$ cat src/rtl/tpu_pkg.sv
// rtl/tpu_pkg.sv - shared types and constants for the systolic array front end
package tpu_pkg;

  typedef enum logic [2:0] {
    IDLE,
    LOADED,
    CLEAR,
    FEED,
    DONE
  } feeder_state_t;

  localparam int TPU_WIDTH = 8;

  function automatic int step_width(input int n);
    return $clog2(3 * n - 2);
  endfunction

endpackage

$ cat src/rtl/feeder_skew_select.sv
// rtl/feeder_skew_select.sv - picks the element of one row/column due on a lane at step t
module feeder_skew_select #(
  parameter int WIDTH = 8,
  parameter int N     = 2,
  parameter int SW    = 2
) (
  input  logic [SW-1:0]      t,
  input  logic [SW-1:0]      lane,
  input  logic [N*WIDTH-1:0] vec,
  output logic [WIDTH-1:0]   elem
);

  logic [SW-1:0] k;

  // Lane l lags lane 0 by l steps, so it shows element t-l while that index is in range.
  always_comb begin
    k    = t - lane;
    elem = '0;
    if (t >= lane) begin
      for (int e = 0; e < N; e++) begin
        if (k == SW'(e)) elem = vec[e*WIDTH +: WIDTH];
      end
    end
  end

endmodule

$ cat src/rtl/systolic_feeder.sv
// rtl/systolic_feeder.sv - loads A/B serially and drives skewed operands into the PE array
// FEEDER_AUTOSTART_EN: run begins automatically after the final load beat.
module systolic_feeder
  import tpu_pkg::*;
#(
  parameter int WIDTH = TPU_WIDTH,
  parameter int N     = 2
) (
  input  logic               clk,
  input  logic               rst,
  input  logic               load_valid,
  input  logic [WIDTH-1:0]   load_data,
  output logic               load_ready,
  input  logic               start,
  output logic               busy,
  output logic               done,
  output logic               clear_out,
  output logic [N*WIDTH-1:0] a_row,
  output logic [N*WIDTH-1:0] b_col
);

  localparam int SW = step_width(N);
  localparam int NE = 2 * N * N;
  localparam int IW = $clog2(NE);
  localparam logic [SW-1:0] LAST_STEP = SW'(3 * N - 3);
  localparam logic [IW-1:0] LAST_IDX  = IW'(NE - 1);

  feeder_state_t state;
  logic [IW-1:0] idx;
  logic [IW-1:0] widx;
  logic [SW-1:0] step;
  logic [SW-1:0] nxt_step;
  logic          accept;
  logic [WIDTH-1:0] mem [NE];
  logic [N-1:0][N*WIDTH-1:0] a_vec;
  logic [N-1:0][N*WIDTH-1:0] b_vec;
  logic [N*WIDTH-1:0] a_skew;
  logic [N*WIDTH-1:0] b_skew;

  assign accept   = load_valid && load_ready;
  assign widx     = (state == LOADED) ? '0 : idx;
  // Outputs are registered, so the selectors look one step ahead of the displayed step.
  assign nxt_step = (state == CLEAR) ? '0 : step + SW'(1);

  for (genvar i = 0; i < N; i++) begin : g_lane
    for (genvar k = 0; k < N; k++) begin : g_elem
      assign a_vec[i][k*WIDTH +: WIDTH] = mem[i*N + k];
      assign b_vec[i][k*WIDTH +: WIDTH] = mem[N*N + k*N + i];
    end
    feeder_skew_select #(.WIDTH(WIDTH), .N(N), .SW(SW)) u_a_sel (
      .t(nxt_step), .lane(SW'(i)), .vec(a_vec[i]), .elem(a_skew[i*WIDTH +: WIDTH])
    );
    feeder_skew_select #(.WIDTH(WIDTH), .N(N), .SW(SW)) u_b_sel (
      .t(nxt_step), .lane(SW'(i)), .vec(b_vec[i]), .elem(b_skew[i*WIDTH +: WIDTH])
    );
  end

  always_ff @(posedge clk) begin
    if (accept) mem[widx] <= load_data;
  end

`ifdef FEEDER_AUTOSTART_EN
  logic unused_start;
  assign unused_start = start;
`endif

  always_ff @(posedge clk) begin
    if (rst) begin
      state      <= IDLE;
      idx        <= '0;
      step       <= '0;
      load_ready <= 1'b1;
      busy       <= 1'b0;
      done       <= 1'b0;
      clear_out  <= 1'b0;
      a_row      <= '0;
      b_col      <= '0;
    end else begin
      case (state)
        IDLE: begin
          if (accept) begin
            if (idx == LAST_IDX) begin
              idx <= '0;
`ifdef FEEDER_AUTOSTART_EN
              state      <= CLEAR;
              clear_out  <= 1'b1;
              busy       <= 1'b1;
              load_ready <= 1'b0;
`else
              state      <= LOADED;
`endif
            end else begin
              idx <= idx + IW'(1);
            end
          end
        end
        LOADED: begin
          // A new beat always wins over start and begins a fresh load at index 0.
          if (accept) begin
            idx   <= IW'(1);
            state <= IDLE;
          end
`ifndef FEEDER_AUTOSTART_EN
          else if (start) begin
            state      <= CLEAR;
            clear_out  <= 1'b1;
            busy       <= 1'b1;
            load_ready <= 1'b0;
          end
`endif
        end
        CLEAR: begin
          state     <= FEED;
          clear_out <= 1'b0;
          step      <= nxt_step;
          a_row     <= a_skew;
          b_col     <= b_skew;
        end
        FEED: begin
          if (step == LAST_STEP) begin
            state <= DONE;
            done  <= 1'b1;
            a_row <= '0;
            b_col <= '0;
          end else begin
            step  <= nxt_step;
            a_row <= a_skew;
            b_col <= b_skew;
          end
        end
        DONE: begin
          state      <= LOADED;
          done       <= 1'b0;
          busy       <= 1'b0;
          load_ready <= 1'b1;
        end
        default: state <= IDLE;
      endcase
    end
  end

endmodule

$ cat config.mk
export PLATFORM = sky130hd
export DESIGN_NAME = systolic_feeder
export DESIGN_NICKNAME = d
export VERILOG_FILES = /design/src/rtl/tpu_pkg.sv /design/src/rtl/feeder_skew_select.sv /design/src/rtl/systolic_feeder.sv
export SDC_FILE = /design/constraint.sdc
export NUM_CORES = 1
export LEC_CHECK = 0
export BUFFER_PORTS_ARGS = -buffer_cell sky130_fd_sc_hd__clkbuf_2
export CORE_MARGIN = 4
export CORE_UTILIZATION = 48
export DETAILED_ROUTE_END_ITERATION = 6
export GPL_TIMING_DRIVEN = 0
export MAX_ROUTING_LAYER = met4
export PLACE_DENSITY = 0.67
export SLEW_MARGIN = 20
export SYNTH_ARGS = -nofsm -noshare
export SYNTH_HDL_FRONTEND = slang
export SYNTH_SLANG_ARGS = --single-unit
$ cat constraint.sdc
create_clock -name clk -period 2.4 [get_ports clk]
set_clock_uncertainty 0.15 [all_clocks]
set_input_delay 0.36 -clock clk [delete_from_list [all_inputs] [get_ports clk]]
set_output_delay 0.36 -clock clk [all_outputs]
set_load 0.01 [all_outputs]
==> flow_summary.yaml <==
grt:
  grt_pass1_wl_mm: 15.50
  antenna_found_initial: 0
  grt_max_degree: 19
  grt_remaining_overflow: 0
  grt_pass1_vias: 2924
  grtUsageTotal: 0.2020
clock_network:
  path_clk_slew_ps: 110
  ctsHoldBuffers: 0
  root_buffer: "clkbuf_8"
  clk_latency_ps: 360
  htree_num_levels: 3
  cts.sinks: 108
  tritoncts: "built"
  cts_made_buffers: 9
  ctsLongestPathBuffers: 2
critical_path:
  rr_worst_depth: 3
  critPathMaxFanout: 10
  worstSetupEndpointType: "register"
  cp.arrival_ps: 2090
  path_class: "reg2reg"
  r2r_start: "state[1]"
  cp-start-kind: "register"
  cp.required_ps: 2240
  reg2reg_slack_ps: 150
  r2r-end: "mem[0][5]"
sta:
  worst_pin_slew_ps: 941.0
  rsz0062_at_grt: "true"
  drv_slew: 0
  fin_crit_ps: 2249
  period_share: 0.9371
  whs_ps: 153.2
  finalSetupTns_ps: 0
  fmax_ghz: 0.4446
  finalSetupViolations: 0
  relSlewSlack: 0.3727
  hold_viol: 0
yosys:
  async_flop_share: 0
  synth.distinct_cells: 40
  ys_ff_latch: 108
  syn_area_per_cell_um2: 12.62
  synth_top_cell_by_area: "edfxtp_1"
  synth_common_cells: "edfxtp_1 (64), nand3_1 (50), dfxtp_1 (44)"
  netlist_top_cells_area: "edfxtp_1 (45%), dfxtp_1 (21%), nand3_1 (5.9%)"
  yosysWarnings: 0
  synth_nets: 353
  synthesis.area_um2: 4264
  synth_most_common_cell: "edfxtp_1"
  synth.top_cell.area_share: 0.4507
  yosysSeqAreaShare: 0.6573
  synth_cells: 338
  synth_flop_cell: "edfxtp_1"
  synth_edf_count: 64
floorplanning:
  die_x_um: 102.3
  boundaryPins: 48
  core-area_um2: 8678
  rows: 34
  die_h_um: 102.3
  dieArea_um2: 10460
  start_util: 0.4913
layout:
  syn_to_final_growth_pct: 14.14
  fin_nets: 410
  multi_input_area_um2: 1365
  nFillCells: 770
  finalNonFillerCells: 508
  seq_area_um2: 2803
  layout-drive-gt1-share: 0.2525
  antennaDiodeCount: 0
routing:
  drc: 0
  vias: 2974
  firstDrtPassIters: 4
  vias_per_cell: 5.854
  routedWlPerCell_um: 19.13
  finalWirelength_mm: 9.719
  final_antenna_net_count: 0
  dr.first_iter.drc_count: 186
power:
  p_sw_w: 0.0007051
  p_per_area_nw_per_um2: 658.4
  internal_power_w: 0.002499
  clkPwrFrac: 0.348
  swShare: 0.2200
  pwr-share-seq: 0.625
  ir_worst_vdd_v: 0.0003551
  p_leak_nw: 1.695
  total_power_w: 0.003204
  p_comb_frac: 0.028
outcome:
  outcome: "finished clean"
placed_design:
  gp_congestion: 0.7655
  dp_cells: 492
  place_hpwl_mm: 6.554
  portBuffers: 46
worst_hold_path:
  holdPathStages: 1
  min_to: "mem[2][6]"
  hp-start: "load_data[6]"
  worstHoldPathType: "in2reg"
flow_run:
  drv_cap: 0
critical path, stage by stage, from the launching register on:
cell      delay, ps
dfxtp_1         350
clkbuf_1        210
or3b_1          430
a21oi_1         740
area by class of cell:
| type | count | area share |
|---|---|---|
| Sequential cell | 108 | 0.5758 |
| Timing Repair Buffer | 46 | 0.04730 |
| Buffer | 29 | 0.02751 |
| Clock inverter | 7 | 0.01491 |
| Tap cell | 108 | 0.02776 |
| Multi-Input combinational cell | 200 | 0.2805 |
| Inverter | 1 | 0.0007712 |
| Clock buffer | 9 | 0.02545 |
worst max-delay path by stage:
stage | from | endpoint | slack [ps] | cells after the start
floorplan | state[1] | mem[4][0] | 360 | 4
finish | state[1] | mem[0][5] | 150 | 3
detailed placement | state[1] | mem[4][5] | -170 | 4
global route | state[1] | mem[5][3] | -10 | 4
global placement | state[1] | mem[4][5] | -80 | 4
CTS | state[1] | mem[3][5] | -60 | 4
layer usage:
layer	vias up	track usage	wire (µm)
met2	75	0.3063	4656
met1	1466	0.2840	4442
met5	-	-	0
met4	0	0.05550	100
met3	8	0.03276	519
li1	1425	-	-
logic make-up (layout without fill, tap and decap cells):
family / count (synthesis) / in the layout / synth area share
flops: 108 / 108 / 0.6573
compound gates: 80 / 80 / 0.1353
buf+inv: 30 / 92 / 0.03228
simple gates: 115 / 115 / 0.1617
fa+ha+maj: 3 / 3 / 0.008804
mux: 2 / 2 / 0.004695
cells in the final DEF, fill, tap and decap left out, drive strengths merged:
cell type / n
o2111ai: 16
clkinvlp: 2
nand3: 50
a21o: 1
nor4b: 1
nand2b: 4
nor3: 5
nor4bb: 1
a22o: 15
clkbuf: 69
nand4: 1
a21boi: 1
a21oi: 21
a31oi: 2
o21bai: 1
a311oi: 1
o21ai: 4
bufinv: 1
or4bb: 1
edfxtp: 64
dfxtp: 44
nor3b: 4
and3b: 1
nor2b: 4
ha: 3
or3: 3
buf: 15
and2: 2
and4bb: 1
inv: 3
nand3b: 1
or3b: 16
o211ai: 17
nand4bb: 1
a211o: 1
nand2: 8
mux2i: 2
nor2: 11
clkinv: 2
flip-flops by register name, summed over array words and instances, names as in the netlist:
signal / flops
state: 3
a_row: 16
done: 1
clear_out: 1
step: 2
mem: 64
load_ready: 1
b_col: 16
busy: 1
idx: 3
power groups by stage:
stage	Clock, W	Sequential (W)	Combinational, W
floorplan	0	0.00204	0.0000427
finish	0.00111	0.00200	0.0000886
detailed placement	0	0.00204	0.0000839
global route	0.00121	0.00200	0.0000984
global placement	0	0.00204	0.0000807
CTS	0.00113	0.00200	0.0000843
per-stage QoR:
stage / util / setup WS (ps) / instance area, µm²
after global routing: 0.5608 / -9.601 / 4867
after detailed placement: 0.5334 / -170.3 / 4629
after global placement: 0.5334 / -84.24 / 4629
after floorplan: - / 362.6 / 4264
after CTS: 0.5567 / -59.55 / 4831
final: 0.5608 / 150.9 / 4867
what timing repair did:
action	CTS	global route
endpoints found under the setup margin	24	56
gates cloned	0	0
setup buffers	0	0
gates resized for setup	1	10
Note: power is estimated with default switching activity, not from simulation.
